File: config.mk
export PLATFORM = sky130hd
export DESIGN_NAME = wb_stream_bridge
export DESIGN_NICKNAME = d
export VERILOG_FILES = /design/src/rtl/wb_stream_bridge_pkg.sv /design/src/rtl/wb_stream_bridge_sync_fifo.sv /design/src/rtl/wb_stream_bridge.sv
export SDC_FILE = /design/constraint.sdc
export NUM_CORES = 1
export LEC_CHECK = 0
export ABC_AREA = 1
export BUFFER_PORTS_ARGS = -buffer_cell sky130_fd_sc_hd__buf_2
export CAP_MARGIN = 20
export CORE_MARGIN = 1
export CORE_UTILIZATION = 40
export CTS_CLUSTER_DIAMETER = 120
export DETAILED_ROUTE_END_ITERATION = 10
export HOLD_SLACK_MARGIN = 0.03
export PLACE_DENSITY = 0.63
export SYNTH_ARGS = -nofsm -noshare
export SYNTH_HDL_FRONTEND = slang
export SYNTH_SLANG_ARGS = --single-unit
File: constraint.sdc
create_clock -name wb_clk_i -period 6.8 [get_ports wb_clk_i]
set_input_delay 0.34 -clock wb_clk_i [delete_from_list [all_inputs] [get_ports wb_clk_i]]
set_output_delay 0.34 -clock wb_clk_i [all_outputs]
set_load 0.01 [all_outputs]
File: src/rtl/wb_stream_bridge_pkg.sv
// Shared register offsets and bit positions for the Wishbone-to-stream bridge.
package wb_stream_bridge_pkg;

  localparam logic [7:0] REG_CTRL   = 8'h00;
  localparam logic [7:0] REG_STATUS = 8'h04;
  localparam logic [7:0] REG_PUSH   = 8'h08;
  localparam logic [7:0] REG_RESULT = 8'h0C;

  localparam int unsigned CTRL_EN       = 32'd0;
  localparam int unsigned CTRL_FLUSH    = 32'd1;
  localparam int unsigned CTRL_CLR_OVF  = 32'd2;
  localparam int unsigned CTRL_IRQ_MASK = 32'd3;

  localparam int unsigned ST_FULL      = 32'd8;
  localparam int unsigned ST_EMPTY     = 32'd9;
  localparam int unsigned ST_OVF       = 32'd10;
  localparam int unsigned ST_RES_VALID = 32'd11;

  localparam logic [3:0] SEL_ALL = 4'hF;

endpackage

File: src/rtl/wb_stream_bridge_sync_fifo.sv
// Power-of-two synchronous FIFO: storage, pointers and occupancy only.
module sync_fifo #(
  parameter int WIDTH = 32,
  parameter int DEPTH = 16,
  localparam int CNT_W = $clog2(DEPTH) + 1
) (
  input  logic             clk,
  input  logic             rst,
  input  logic             push,
  input  logic             pop,
  input  logic             flush,
  input  logic [WIDTH-1:0] data_in,
  output logic             full,
  output logic             empty,
  output logic [CNT_W-1:0] count,
  output logic [WIDTH-1:0] head
);

  localparam int AW = $clog2(DEPTH);

  logic [WIDTH-1:0] mem_r [DEPTH];
  logic [AW-1:0]    wr_ptr_r;
  logic [AW-1:0]    rd_ptr_r;
  logic [CNT_W-1:0] count_r;
  logic             wr_s;
  logic             rd_s;

  // A full FIFO still accepts a word when the head leaves in the same cycle.
  assign wr_s  = push & (~full | pop);
  assign rd_s  = pop & ~empty;
  assign full  = (count_r == CNT_W'(DEPTH));
  assign empty = (count_r == {CNT_W{1'b0}});
  assign count = count_r;
  assign head  = mem_r[rd_ptr_r];

  always_ff @(posedge clk) begin
    if (wr_s) begin
      mem_r[wr_ptr_r] <= data_in;
    end
  end

  always_ff @(posedge clk) begin
    if (rst || flush) begin
      wr_ptr_r <= {AW{1'b0}};
      rd_ptr_r <= {AW{1'b0}};
      count_r  <= {CNT_W{1'b0}};
    end else begin
      if (wr_s) wr_ptr_r <= wr_ptr_r + AW'(1'b1);
      if (rd_s) rd_ptr_r <= rd_ptr_r + AW'(1'b1);
      case ({wr_s, rd_s})
        2'b10:   count_r <= count_r + CNT_W'(1'b1);
        2'b01:   count_r <= count_r - CNT_W'(1'b1);
        default: count_r <= count_r;
      endcase
    end
  end

endmodule

File: src/rtl/wb_stream_bridge.sv
// Wishbone slave feeding an operand FIFO to the accelerator and holding one result.
// Optional interrupt output is enabled by defining WB_STREAM_BRIDGE_IRQ_EN.
module wb_stream_bridge
  import wb_stream_bridge_pkg::*;
#(
  parameter logic [31:0] BASE_ADDR = 32'h3200_0000,
  parameter int          DEPTH     = 16,
  localparam int         CNT_W     = $clog2(DEPTH) + 1
) (
  input  logic        wb_clk_i,
  input  logic        wb_rst_i,
  input  logic        wbs_stb_i,
  input  logic        wbs_cyc_i,
  input  logic        wbs_we_i,
  input  logic [3:0]  wbs_sel_i,
  input  logic [31:0] wbs_adr_i,
  input  logic [31:0] wbs_dat_i,
  output logic        wbs_ack_o,
  output logic [31:0] wbs_dat_o,
  output logic        m_valid,
  output logic [31:0] m_data,
  input  logic        m_ready,
  input  logic        s_res_valid,
  input  logic [31:0] s_res_data,
  output logic        s_res_ready
`ifdef WB_STREAM_BRIDGE_IRQ_EN
  ,
  output logic        irq
`endif
);

  logic             ack_r;
  logic [31:0]      dat_r;
  logic             enable_r;
  logic             overflow_r;
  logic             res_valid_r;
  logic [31:0]      res_data_r;
  logic             hit_s;
  logic             rd_hit_s;
  logic             ctrl_wr_s;
  logic             push_req_s;
  logic             pop_s;
  logic             flush_s;
  logic             clr_ovf_s;
  logic             ovf_set_s;
  logic             res_rd_s;
  logic             capture_s;
  logic [7:0]       off_s;
  logic [31:0]      rd_data_s;
  logic             fifo_full_s;
  logic             fifo_empty_s;
  logic [CNT_W-1:0] fifo_count_s;

  // Ack blocks a second hit, giving one transfer per two cycles.
  assign hit_s      = wbs_stb_i & wbs_cyc_i & ~ack_r
                      & (wbs_adr_i[31:8] == BASE_ADDR[31:8]);
  assign off_s      = wbs_adr_i[7:0];
  assign rd_hit_s   = hit_s & ~wbs_we_i;
  assign ctrl_wr_s  = hit_s & wbs_we_i & (off_s == REG_CTRL) & wbs_sel_i[0];
  assign push_req_s = hit_s & wbs_we_i & (off_s == REG_PUSH) & (wbs_sel_i == SEL_ALL);
  assign pop_s      = m_valid & m_ready;
  assign flush_s    = ctrl_wr_s & wbs_dat_i[CTRL_FLUSH];
  assign clr_ovf_s  = ctrl_wr_s & wbs_dat_i[CTRL_CLR_OVF];
  assign ovf_set_s  = push_req_s & fifo_full_s & ~pop_s;
  assign res_rd_s   = rd_hit_s & (off_s == REG_RESULT) & res_valid_r;
  assign capture_s  = s_res_valid & ~res_valid_r;

  assign wbs_ack_o   = ack_r;
  assign wbs_dat_o   = dat_r;
  assign m_valid     = enable_r & ~fifo_empty_s;
  assign s_res_ready = ~res_valid_r;

  sync_fifo #(.WIDTH(32), .DEPTH(DEPTH)) u_fifo (
    .clk     (wb_clk_i),
    .rst     (wb_rst_i),
    .push    (push_req_s),
    .pop     (pop_s),
    .flush   (flush_s),
    .data_in (wbs_dat_i),
    .full    (fifo_full_s),
    .empty   (fifo_empty_s),
    .count   (fifo_count_s),
    .head    (m_data)
  );

`ifdef WB_STREAM_BRIDGE_IRQ_EN
  logic irq_mask_r;
  logic irq_r;

  assign irq = irq_r;

  always_ff @(posedge wb_clk_i) begin
    if (wb_rst_i) begin
      irq_mask_r <= 1'b0;
      irq_r      <= 1'b0;
    end else begin
      if (ctrl_wr_s) irq_mask_r <= wbs_dat_i[CTRL_IRQ_MASK];
      irq_r <= (res_valid_r | overflow_r) & ~irq_mask_r;
    end
  end
`endif

  always_comb begin
    rd_data_s = 32'h0;
    case (off_s)
      REG_CTRL: begin
        rd_data_s[CTRL_EN] = enable_r;
`ifdef WB_STREAM_BRIDGE_IRQ_EN
        rd_data_s[CTRL_IRQ_MASK] = irq_mask_r;
`endif
      end
      REG_STATUS: begin
        rd_data_s[7:0]          = 8'(fifo_count_s);
        rd_data_s[ST_FULL]      = fifo_full_s;
        rd_data_s[ST_EMPTY]     = fifo_empty_s;
        rd_data_s[ST_OVF]       = overflow_r;
        rd_data_s[ST_RES_VALID] = res_valid_r;
      end
      REG_RESULT: begin
        if (res_valid_r) rd_data_s = res_data_r;
        else             rd_data_s = 32'h0;
      end
      default: rd_data_s = 32'h0;
    endcase
  end

  always_ff @(posedge wb_clk_i) begin
    if (wb_rst_i) begin
      ack_r       <= 1'b0;
      dat_r       <= 32'h0;
      enable_r    <= 1'b0;
      overflow_r  <= 1'b0;
      res_valid_r <= 1'b0;
      res_data_r  <= 32'h0;
    end else begin
      ack_r <= hit_s;
      dat_r <= rd_hit_s ? rd_data_s : 32'h0;
      if (ctrl_wr_s) enable_r <= wbs_dat_i[CTRL_EN];
      // A same-cycle overflow beats a clear request.
      if (ovf_set_s)      overflow_r <= 1'b1;
      else if (clr_ovf_s) overflow_r <= 1'b0;
      if (capture_s) begin
        res_valid_r <= 1'b1;
        res_data_r  <= s_res_data;
      end else if (res_rd_s) begin
        res_valid_r <= 1'b0;
      end
    end
  end

endmodule
==> flow_summary_export.csv, run 1 <==
group,metric,value,unit
outcome,status,"finished, violations left",
outcome,violations,"DRC",
timing,maxSlewHeadroom,30.2,%
layout,synthToLayoutAreaGrowth,15.6,%
clock_tree,tritoncts,"done",
global_route,grt_max_degree,154,
global_route,grt_pass1_vias,14600,
yosys,yosysWarnings,0,
yosys,syn_avg_cell_area,13.2,sq um
yosys,syn_inst,1820,
layout,nets,2125,
clock_tree,clk_latency,0.62,ns
place,gp_congestion,0.820,
run,drv_cap,0,
routing,wl,55600,um
die,initial_core_util,40.6,%
global_route,grt.total_usage,18.4,%
place,io_buffers,173,
timing,hold_viol_final,0,
clock_tree,root_buffer,"clkbuf_16",
clock_tree,cts_sinks,597,
pwr,p_leak,9.46,nW
yosys,ys_ff_latch,597,
timing,tightestPinTransition,1.05,ns
worst_setup_path,cpPeakStageDelay,0.76,ns
routing,dr.pass1.iters,8,
yosys,synth_common_cells,"edfxtp_1, inv_1, o21ai_0",
layout,drive_gt1_share,16.0,%
yosys,syn-cell-area,24000,sq um
clock_tree,cts_inserted_buffers,59,
routing,drt_iter0_markers,1203,
die,num_io_pins,174,
layout,n_antenna_cell,0,
yosys,synth_fp_nets,1936,
clock_tree,htree_levels,2,
yosys,yosysTopAreaCell,"edfxtp_1",
timing,finalSetupTns,0,ns
place,dp_hpwl,31200,um
yosys,ys_seq_area_share,71.2,%
die,core_area,59100,sq um
pwr,power.density,255,nW/um^2
layout,seq_area,17100,sq um
routing,vias,14700,
layout,nFillCells,5199,
worst_setup_path,required,6.46,ns
timing,slew_viol_final,0,
timing,fmax,260,MHz
timing,timing.final.crit_share,56.5,%
layout,design_area,27700,sq um
routing,routed_via_density,5.21,
die,dieArea,60900,sq um
yosys,yosysMostFrequentCell,"edfxtp_1",
timing,skew,0.0219,ns
global_route,grt_pass1_wl,85500,um
layout,multiInputGateArea,5650,sq um
yosys,synth.top_cells.by_area,"edfxtp_1, dfxtp_1, mux2i_1",
min_path,min_path_type,"input pin to flop",
die,die_w,247,um
yosys,yosysUniqueCellTypes,34,
yosys,synth.top_cell.area_share,64.1,%
routing,routedWlPerCell,19.7,um
worst_setup_path,crit_type,"flop to primary output",
clock_tree,clkTransAtPathRegs,0.06,ns
timing,rsz0062_at_grt,"false",
worst_setup_path,critPathTopFamily,"buffers and inverters",
global_route,overflow,0,
timing,layout_min_cycle_time,3.84,ns
place,postPlaceCellArea,25700,sq um
worst_setup_path,cp.buffers_inverters,3,
routing,ant_nets,0,
worst_setup_path,start_kind,"flop",
yosys,synth_ff_type,"edfxtp_1",
worst_setup_path,arrival,3.50,ns
worst_setup_path,slowest_stage,"buf_4",
worst_setup_path,end_kind,"primary output",
worst_setup_path,crit_fanout,66,
worst_setup_path,cp_cell_sequence,"inv_4 > buf_4 > o21ai_0 > o211ai_1 > nand2_1 > buf_2",
yosys,synth_edf_count,512,
clock_tree,clk_path_buf_depth,3,
global_route,antenna_found_initial,1,
routing,drc,10,
pwr,vdd_drop_max,193,uV
die,fp-row-count,89,
yosys,synthArstFlopShare,0,%
die,fp.dieH,247,um
timing,setup_violations,0,
[routing by layer]
layer	track usage (%)	up-vias	part of all wire [%]
li1	-	6975	-
met1	24.9	7172	44
met2	30.4	477	47
met3	3.65	83	7.1
met4	4.68	0	1.9
met5	0	-	0
[kinds of logic (layout without fill, tap and decap cells)]
family                     Yosys count  count (layout)  share of synthesized area, %
DFF                                597             597                          71.2
AOI/OAI and AO/OA                  502             502                          11.9
buffers and inverters              309             539                          5.70
and+or+nand+nor                    266             266                          5.08
muxes                              128             128                          5.34
adders and majority gates            9               9                         0.470
xor gates and xnor gates             9               9                         0.329
[where the power goes]
group	leakage [nW]	switching, mW	internal [mW]
combinational	3.33	0.0886	0.0486
clock	0.838	1.33	1.61
sequential	5.29	0.00475	3.98
total	9.46	1.42	5.64
[tightest hold or removal path, delay by kind of cell]
family,cells,cell delay [ns]
compound gates,2,0.20
buf+inv,1,0.09
[layout make-up]
cell class / instances / area share [%]
clock buffer: 68 / 5.45
clock inverter: 34 / 0.709
inverter: 205 / 2.78
multi-input combinational: 914 / 20.4
sequential: 597 / 61.6
tap: 773 / 3.49
timing repair buffer: 232 / 5.53
[cells in the final DEF (no fill, tap or decap), types with 2 or more instances in the layout]
master and instances:
inv_1 202, nor2_1 55, edfxtp_1 512, nor2_4 19
xnor2_1 3, dfxtp_4 3, buf_16 4, nor2_2 22
clkbuf_16 59, nand2_1 101, buf_12 5, o21ai_1 16
clkinvlp_4 2, clkinv_1 18, o21ai_0 188, inv_2 2
dlygate4sd3_1 33, buf_4 17, clkbuf_1 9, nor3_1 2
o21bai_1 2, clkinv_2 11, nand3_1 54, mux2i_1 128
nand4_1 6, ha_1 9, o211ai_1 129, dfxtp_1 81
a31oi_1 3, xor2_1 6, buf_2 173, a21oi_1 164
[metrics by stage]
step	setup WS [ns]	util [%]	cells	hold WS, ns	power [mW]
detailed placement	3.57	43.4	2688	0.433	4.19
CTS	2.91	46.9	2823	0.0310	7.14
finish	2.96	46.9	2823	0.0633	7.07
floorplan	3.84	-	1820	0.409	4.11
global placement	3.47	43.2	2681	0.426	4.18
global route	2.72	46.9	2823	0.0807	7.28
[sequential cells by signal, indices dropped and copies added, names as in the netlist, named ones only]
register and flops:
u_fifo.wr_ptr_r 4, u_fifo.count 5, overflow_r 1, res_data_r 32
wbs_ack_o 1, res_valid_r 1, enable_r 1, u_fifo.rd_ptr_r 4
wbs_dat_o 32, u_fifo.mem_r 512
[worst paths after layout]
kind / startpoint / end / slack [ns] / cells past startpoint
setup / recovery: flop / m_data[2] / 2.96 / 6
hold / removal: s_res_valid / res_valid_r / 0.06 / 3
setup reg to reg: wbs_ack_o / u_fifo.mem_r[8][7] / 3.82 / 10
hold reg to reg: res_data_r[29] / wbs_dat_o[29] / 0.45 / 2
[repair_timing]
action	CTS	global route
endpoints found under the hold margin	34	0
setup buffers	0	0
hold buffers	33	0
resized for setup	0	0
(Power assumes the default switching activity.)
==> inputs of run 2 (changes only) <==
- clock period: 6.8 -> 3.7 ns (I/O delays scaled with it)
==> run 2 against run 1 <==
  * The flow still finishes with violations (DRC)
  * Die area stayed put
  * Sequential share of layout area is 1.6 points lower
  * Combinational power increased by 130%
  * Flip-flop and latch count did not move
  * Sequential power grew 84%
  * Utilization rose by 1.3 points
  * Final area grew 2.7%
  * Worst hold slack worse by 0.017 ns
  * Setup slack got worse by 2.4 ns
  * Clock skew up 0.025 ns
  * Routed wire length up 2.9%
==> flow_summary_export.csv, run 2 (synthesized netlist as in run 1, its figures left out) <==
group,metric,value,unit
routing,drc,11,
timing,layout_min_cycle_time,3.10,ns
timing,finalSetupTns,0,ns
place,detailedPlace.worstSlack,0.887,ns
pwr,power.density,481,nW/um^2
outcome,status,"finished, violations left",
worst_setup_path,rr_worst_depth,10,
die,fp-row-count,89,
layout,largest_register_ffs,512,
die,num_io_pins,174,
worst_setup_path,rr_endpoint,"u_fifo.mem_r[13][21]",
min_path,hold_path_depth,4,
layout,seq_area,17100,sq um
layout,finalNonFillerCells,2881,
routing,dr.pass1.iters,8,
layout,regMostFlops,"u_fifo.mem_r",
layout,final_common_cell,"edfxtp_1",
min_path,min_path_type,"input pin to flop",
place,io_buffers,173,
layout,nets,2176,
worst_setup_path,required,3.51,ns
layout,final_cell_mix,"edfxtp_1, inv_1, o21ai_0",
routing,ant_nets,0,
timing,timing.final.crit_share,83.9,%
clock_tree,root_buffer,"clkbuf_16",
die,dieArea,60900,sq um
clock_tree,post_cts_resized,0,
place,placed_cells,2698,
pwr,power,13.7,mW
clock_tree,htree_levels,2,
die,initial_core_util,40.6,%
global_route,grt.total_usage,18.8,%
worst_setup_path,critPathMostFrequentCell,"o21ai_0",
min_path,min_from,"m_ready",
timing,rsz0062_at_grt,"false",
clock_tree,clkTransAtPathRegs,0.06,ns
routing,drt_iter0_markers,1216,
timing,setup_slack,0.595,ns
layout,nFillCells,5072,
die,core_area,59100,sq um
global_route,antenna_found_initial,0,
clock_tree,clk_path_buf_depth,3,
timing,fmax,322,MHz
worst_setup_path,cp_cell_sequence,"buf_4 > a21oi_1 > o21ai_0 > o21ai_0 > o211ai_1 > nand2_1 > buf_2",
die,die_w,247,um
timing,setup_violations,0,
routing,wl,57300,um
die,fp.dieH,247,um
worst_setup_path,critPathTopFamily,"buffers and inverters",
outcome,violations,"DRC",
worst_setup_path,cp.buffers_inverters,2,
timing,slew_viol_final,0,
worst_setup_path,r2r_start,"wbs_ack_o",
layout,drive_gt1_share,16.7,%
timing,tightestPinTransition,1.01,ns
worst_setup_path,crit_type,"flop to primary output",
worst_setup_path,cpPeakStageDelay,0.67,ns
worst_setup_path,crit_fanout,48,
global_route,overflow,0,
global_route,grt_pass1_vias,14900,
worst_setup_path,end_kind,"primary output",
routing,vias,14900,
worst_setup_path,slowest_stage,"dfxtp_4",
timing,skew,0.0466,ns
timing,maxSlewHeadroom,32.5,%
worst_setup_path,rrSetupSlack,1.06,ns
place,gp_congestion,0.855,
layout,n_antenna_cell,0,
clock_tree,tritoncts,"done",
layout,multiInputGateArea,5650,sq um
clock_tree,cts_sinks,597,
pwr,p_leak,9.82,nW
timing,hold_viol_final,0,
run,drv_cap,0,
worst_setup_path,start_kind,"flop",
worst_setup_path,arrival,2.92,ns
routing,routedWlPerCell,19.9,um
place,dp_hpwl,34500,um
clock_tree,clk_latency,0.64,ns
pwr,vdd_drop_max,423,uV
layout,synthToLayoutAreaGrowth,18.7,%
global_route,grt_pass1_wl,87100,um
clock_tree,cts_inserted_buffers,58,
routing,routed_via_density,5.18,
global_route,grt_max_degree,93,
-- run 2: changes by cell type in the layout (fill, tap and decap cells not counted), moves of 4 or more --
| cell | before | now |
|---|---|---|
| clkinv_1 | 18 | 8 |
| buf_16 | 4 | 0 |
| buf_12 | 5 | 9 |
| dlygate4sd3_1 | 33 | 75 |
| buf_4 | 17 | 27 |
| bufinv_16 | 1 | 6 |
-- run 2: worst register-to-register path: stages (launching register included) --
cell and delay, ns:
dfxtp_1 0.32, nor2_1 0.10, nand2_1 0.05, nor2_1 0.10
nand2_1 0.14, nor2_4 0.17, nand3_1 0.13, nor2_4 0.19
nand2_1 0.28, nor2_4 0.46, buf_4 0.39
-- run 2: layout make-up --
type | instances | area share, %
Multi-Input combinational cell | 914 | 19.9
Clock buffer | 73 | 5.63
Inverter | 205 | 2.71
Sequential cell | 597 | 60.0
Clock inverter | 35 | 1.34
Tap cell | 773 | 3.40
Timing Repair Buffer | 284 | 7.02
-- run 2: worst max-delay path by stage --
| stage | from | endpoint | slack (ns) | cells past startpoint |
|---|---|---|---|---|
| after floorplan | wbs_ack_o | u_fifo.mem_r[0][0] | 0.76 | 9 |
| after global placement | wbs_adr_i[6] | u_fifo.mem_r[13][18] | 0.98 | 11 |
| after detailed placement | wbs_adr_i[6] | u_fifo.mem_r[13][18] | 0.89 | 11 |
| after CTS | flop | m_data[26] | 0.53 | 7 |
| after global routing | flop | m_data[26] | 0.43 | 7 |
| final | flop | m_data[19] | 0.60 | 7 |
-- run 2: repair_timing --
item	4_1_cts	5_1_grt
buffers inserted	0	0
endpoints found under the hold margin	549	0
hold buffers	75	0
-- run 2: routing by layer --
metal	vias up	GRT usage [%]	share of wire, %
met2	476	31.2	48
li1	7084	-	-
met3	82	3.08	5.7
met4	0	6.54	2.7
met5	-	0	0
met1	7272	25.0	43
-- run 2: stage by stage --
stage / cell area [sq um] / hold slack (ns) / utilization (%)
after global placement: 25700 / 0.425 / 43.5
after global routing: 28500 / 0.113 / 48.1
after floorplan: 24000 / 0.254 / -
final: 28500 / 0.0468 / 48.1
after CTS: 28500 / 0.0307 / 48.1
after detailed placement: 25700 / 0.434 / 43.5
-- run 2: report_power, final --
part	switching (mW)	leakage (nW)	internal, mW
Combinational	0.195	3.54	0.116
Sequential	0.00885	5.29	7.32
Clock	2.55	0.976	3.51
==> inputs of run 3 (changes only) <==
- PLACE_DENSITY: 0.63 -> 0.65
- clock period: 3.7 -> 2.8 ns (I/O delays scaled with it)
==> run 3 against run 2 <==
  * The flow still finishes with violations (DRC)
  * Critical endpoint is now m_data[4]
  * Largest power group unchanged
  * Highest routed layer unchanged
  * Total power up 31%
  * Critical path type unchanged
  * Flip-flop and latch count is the same
  * Register-to-register slack got worse by 0.76 ns
  * Combinational power increased by 25%
  * Sequential power rose by 32%
  * Utilization up 0.36 points
==> flow_summary_export.csv, run 3 (synthesized netlist as in run 1, its figures left out) <==
group,metric,value,unit
outcome,status,"finished, violations left",
outcome,violations,"DRC",
worst_setup_path,arrival,2.49,ns
worst_setup_path,end_kind,"primary output",
routing,routed_via_density,5.14,
timing,setup_violations,0,
routing,drt_iter0_markers,1079,
worst_setup_path,start_kind,"flop",
layout,regMostFlops,"u_fifo.mem_r",
worst_setup_path,required,2.66,ns
die,initial_core_util,40.6,%
worst_setup_path,crit_fanout,32,
global_route,antenna_found_initial,0,
routing,ant_nets,0,
clock_tree,tritoncts,"done",
worst_setup_path,rr_endpoint,"enable_r",
clock_tree,htree_levels,2,
pwr,switching_share,20.1,%
die,dieArea,60900,sq um
worst_setup_path,rrSetupSlack,0.30,ns
routing,wl,54800,um
timing,whs,0.0929,ns
layout,nFillCells,5027,
place,postPlaceCellArea,25900,sq um
clock_tree,clkTransAtPathRegs,0.06,ns
timing,fmax,380,MHz
place,dp_hpwl,31300,um
pwr,internal_power,14.3,mW
die,num_io_pins,174,
pwr,comb_power_share,2.2,%
worst_setup_path,crit_type,"flop to primary output",
timing,hold_viol_final,0,
pwr,vdd_drop_max,505,uV
worst_setup_path,rr_worst_depth,10,
die,die_w,247,um
timing,maxSlewHeadroom,46.0,%
clock_tree,clk_latency,0.62,ns
timing,tightestPinTransition,0.809,ns
clock_tree,cts_inserted_buffers,60,
die,fp.dieH,247,um
timing,skew,0.0172,ns
timing,timing.final.crit_share,93.9,%
clock_tree,root_buffer,"clkbuf_16",
layout,nets,2193,
die,core_area,59100,sq um
global_route,grt_max_degree,107,
routing,dr.pass1.iters,8,
routing,vias,14900,
die,fp-row-count,89,
layout,largest_register_ffs,512,
place,gp_congestion,0.842,
global_route,grt_pass1_vias,14900,
pwr,power_frac_seq,54.1,%
pwr,p_switching,3.59,mW
layout,final_common_cell,"edfxtp_1",
layout,final_cell_mix,"edfxtp_1, inv_1, o21ai_0",
run,drv_cap,0,
routing,drc,8,
place,io_buffers,173,
layout,design_area,28700,sq um
layout,drive_gt1_share,17.3,%
timing,slew_viol_final,0,
worst_setup_path,r2r_start,"wbs_ack_o",
worst_setup_path,cp_cell_sequence,"inv_2 > buf_4 > o211ai_1 > nand3_1 > nand2_1 > buf_2",
min_path,min_path_type,"input pin to flop",
global_route,grt.total_usage,18.0,%
timing,layout_min_cycle_time,2.63,ns
clock_tree,cts_sinks,597,
timing,finalSetupTns,0,ns
worst_setup_path,slowest_stage,"inv_2",
worst_setup_path,cpPeakStageDelay,0.65,ns
worst_setup_path,critical_path.endpoint,"m_data[4]",
pwr,p_leak,9.90,nW
pwr,pwr-share-clk,43.8,%
routing,routedWlPerCell,18.9,um
timing,rsz0062_at_grt,"false",
global_route,overflow,0,
clock_tree,clk_path_buf_depth,3,
pwr,power.density,625,nW/um^2
layout,synthToLayoutAreaGrowth,19.6,%
layout,n_antenna_cell,0,
global_route,grt_pass1_wl,84400,um
[run 3: changes by cell type in the layout (fill, tap and decap cells not counted), sizes merged]
cell and delta:
buf +12, inv -3, bufinv -2, clkinvlp +2, clkbuf +4, dlygate4sd3 +3
clkinv +3
[run 3: worst min-delay path by stage]
stage / start / slack (ns) / end / cells past startpoint
finish: wbs_adr_i[2] / 0.09 / wbs_dat_o[8] / 5
global route: wbs_adr_i[1] / 0.1 / wbs_dat_o[8] / 6
CTS: wbs_adr_i[1] / 0.03 / wbs_dat_o[2] / 6
detailed placement: s_res_data[1] / 0.41 / res_data_r[1] / 3
global placement: s_res_data[8] / 0.41 / res_data_r[8] / 3
floorplan: wb_rst_i / 0.21 / overflow_r / 1
[run 3: routing by layer]
metal,up-vias,GRT usage (%),part of all wire (%)
met2,436,30.0,48
met5,-,0,0
li1,7119,-,-
met1,7271,23.8,44
met4,0,4.41,1.7
met3,69,3.97,6.4
[run 3: worst max-delay path, delay by kind of cell (launching register included)]
family / cells / cell delay (ns)
buffers and inverters: 3 / 1.09
AND/OR/NAND/NOR: 2 / 0.22
AO/OA/AOI/OAI: 1 / 0.10
flip-flops: 1 / 0.47
[run 3: area by class of cell]
cell class / count / area [sq um] / share of cell area (%)
Clock inverter: 35 / 315 / 1.10
Tap cell: 773 / 967 / 3.37
Clock buffer: 77 / 1630 / 5.69
Inverter: 205 / 772 / 2.69
Sequential cell: 597 / 17100 / 59.6
Multi-Input combinational cell: 914 / 5680 / 19.8
Timing Repair Buffer: 299 / 2220 / 7.74
[run 3: power by group through the flow]
stage,clock network [mW],registers (mW),logic [mW]
global route,8.33,9.68,0.430
global placement,0,9.87,0.290
CTS,8.01,9.68,0.387
finish,7.84,9.68,0.388
detailed placement,0,9.87,0.305
floorplan,0,9.88,0.0984
[run 3: metrics by stage]
stage / instances / power, mW / util, % / setup WS [ns]
2_1_floorplan: 1820 / 9.97 / - / -0.144
3_3_place_gp: 2706 / 10.2 / 43.8 / 0.278
3_5_place_dp: 2706 / 10.2 / 43.8 / 0.169
4_1_cts: 2897 / 18.1 / 48.4 / 0.0540
5_1_grt: 2900 / 18.4 / 48.5 / 0.00748
6_report: 2900 / 17.9 / 48.5 / 0.170
[run 3: timing repair]
item | CTS | global route
setup buffers | 0 | 4
gates resized for setup | 0 | 5
hold endpoints to repair | 562 | 0
endpoints found under the setup margin | 0 | 3
hold buffers | 79 | 0
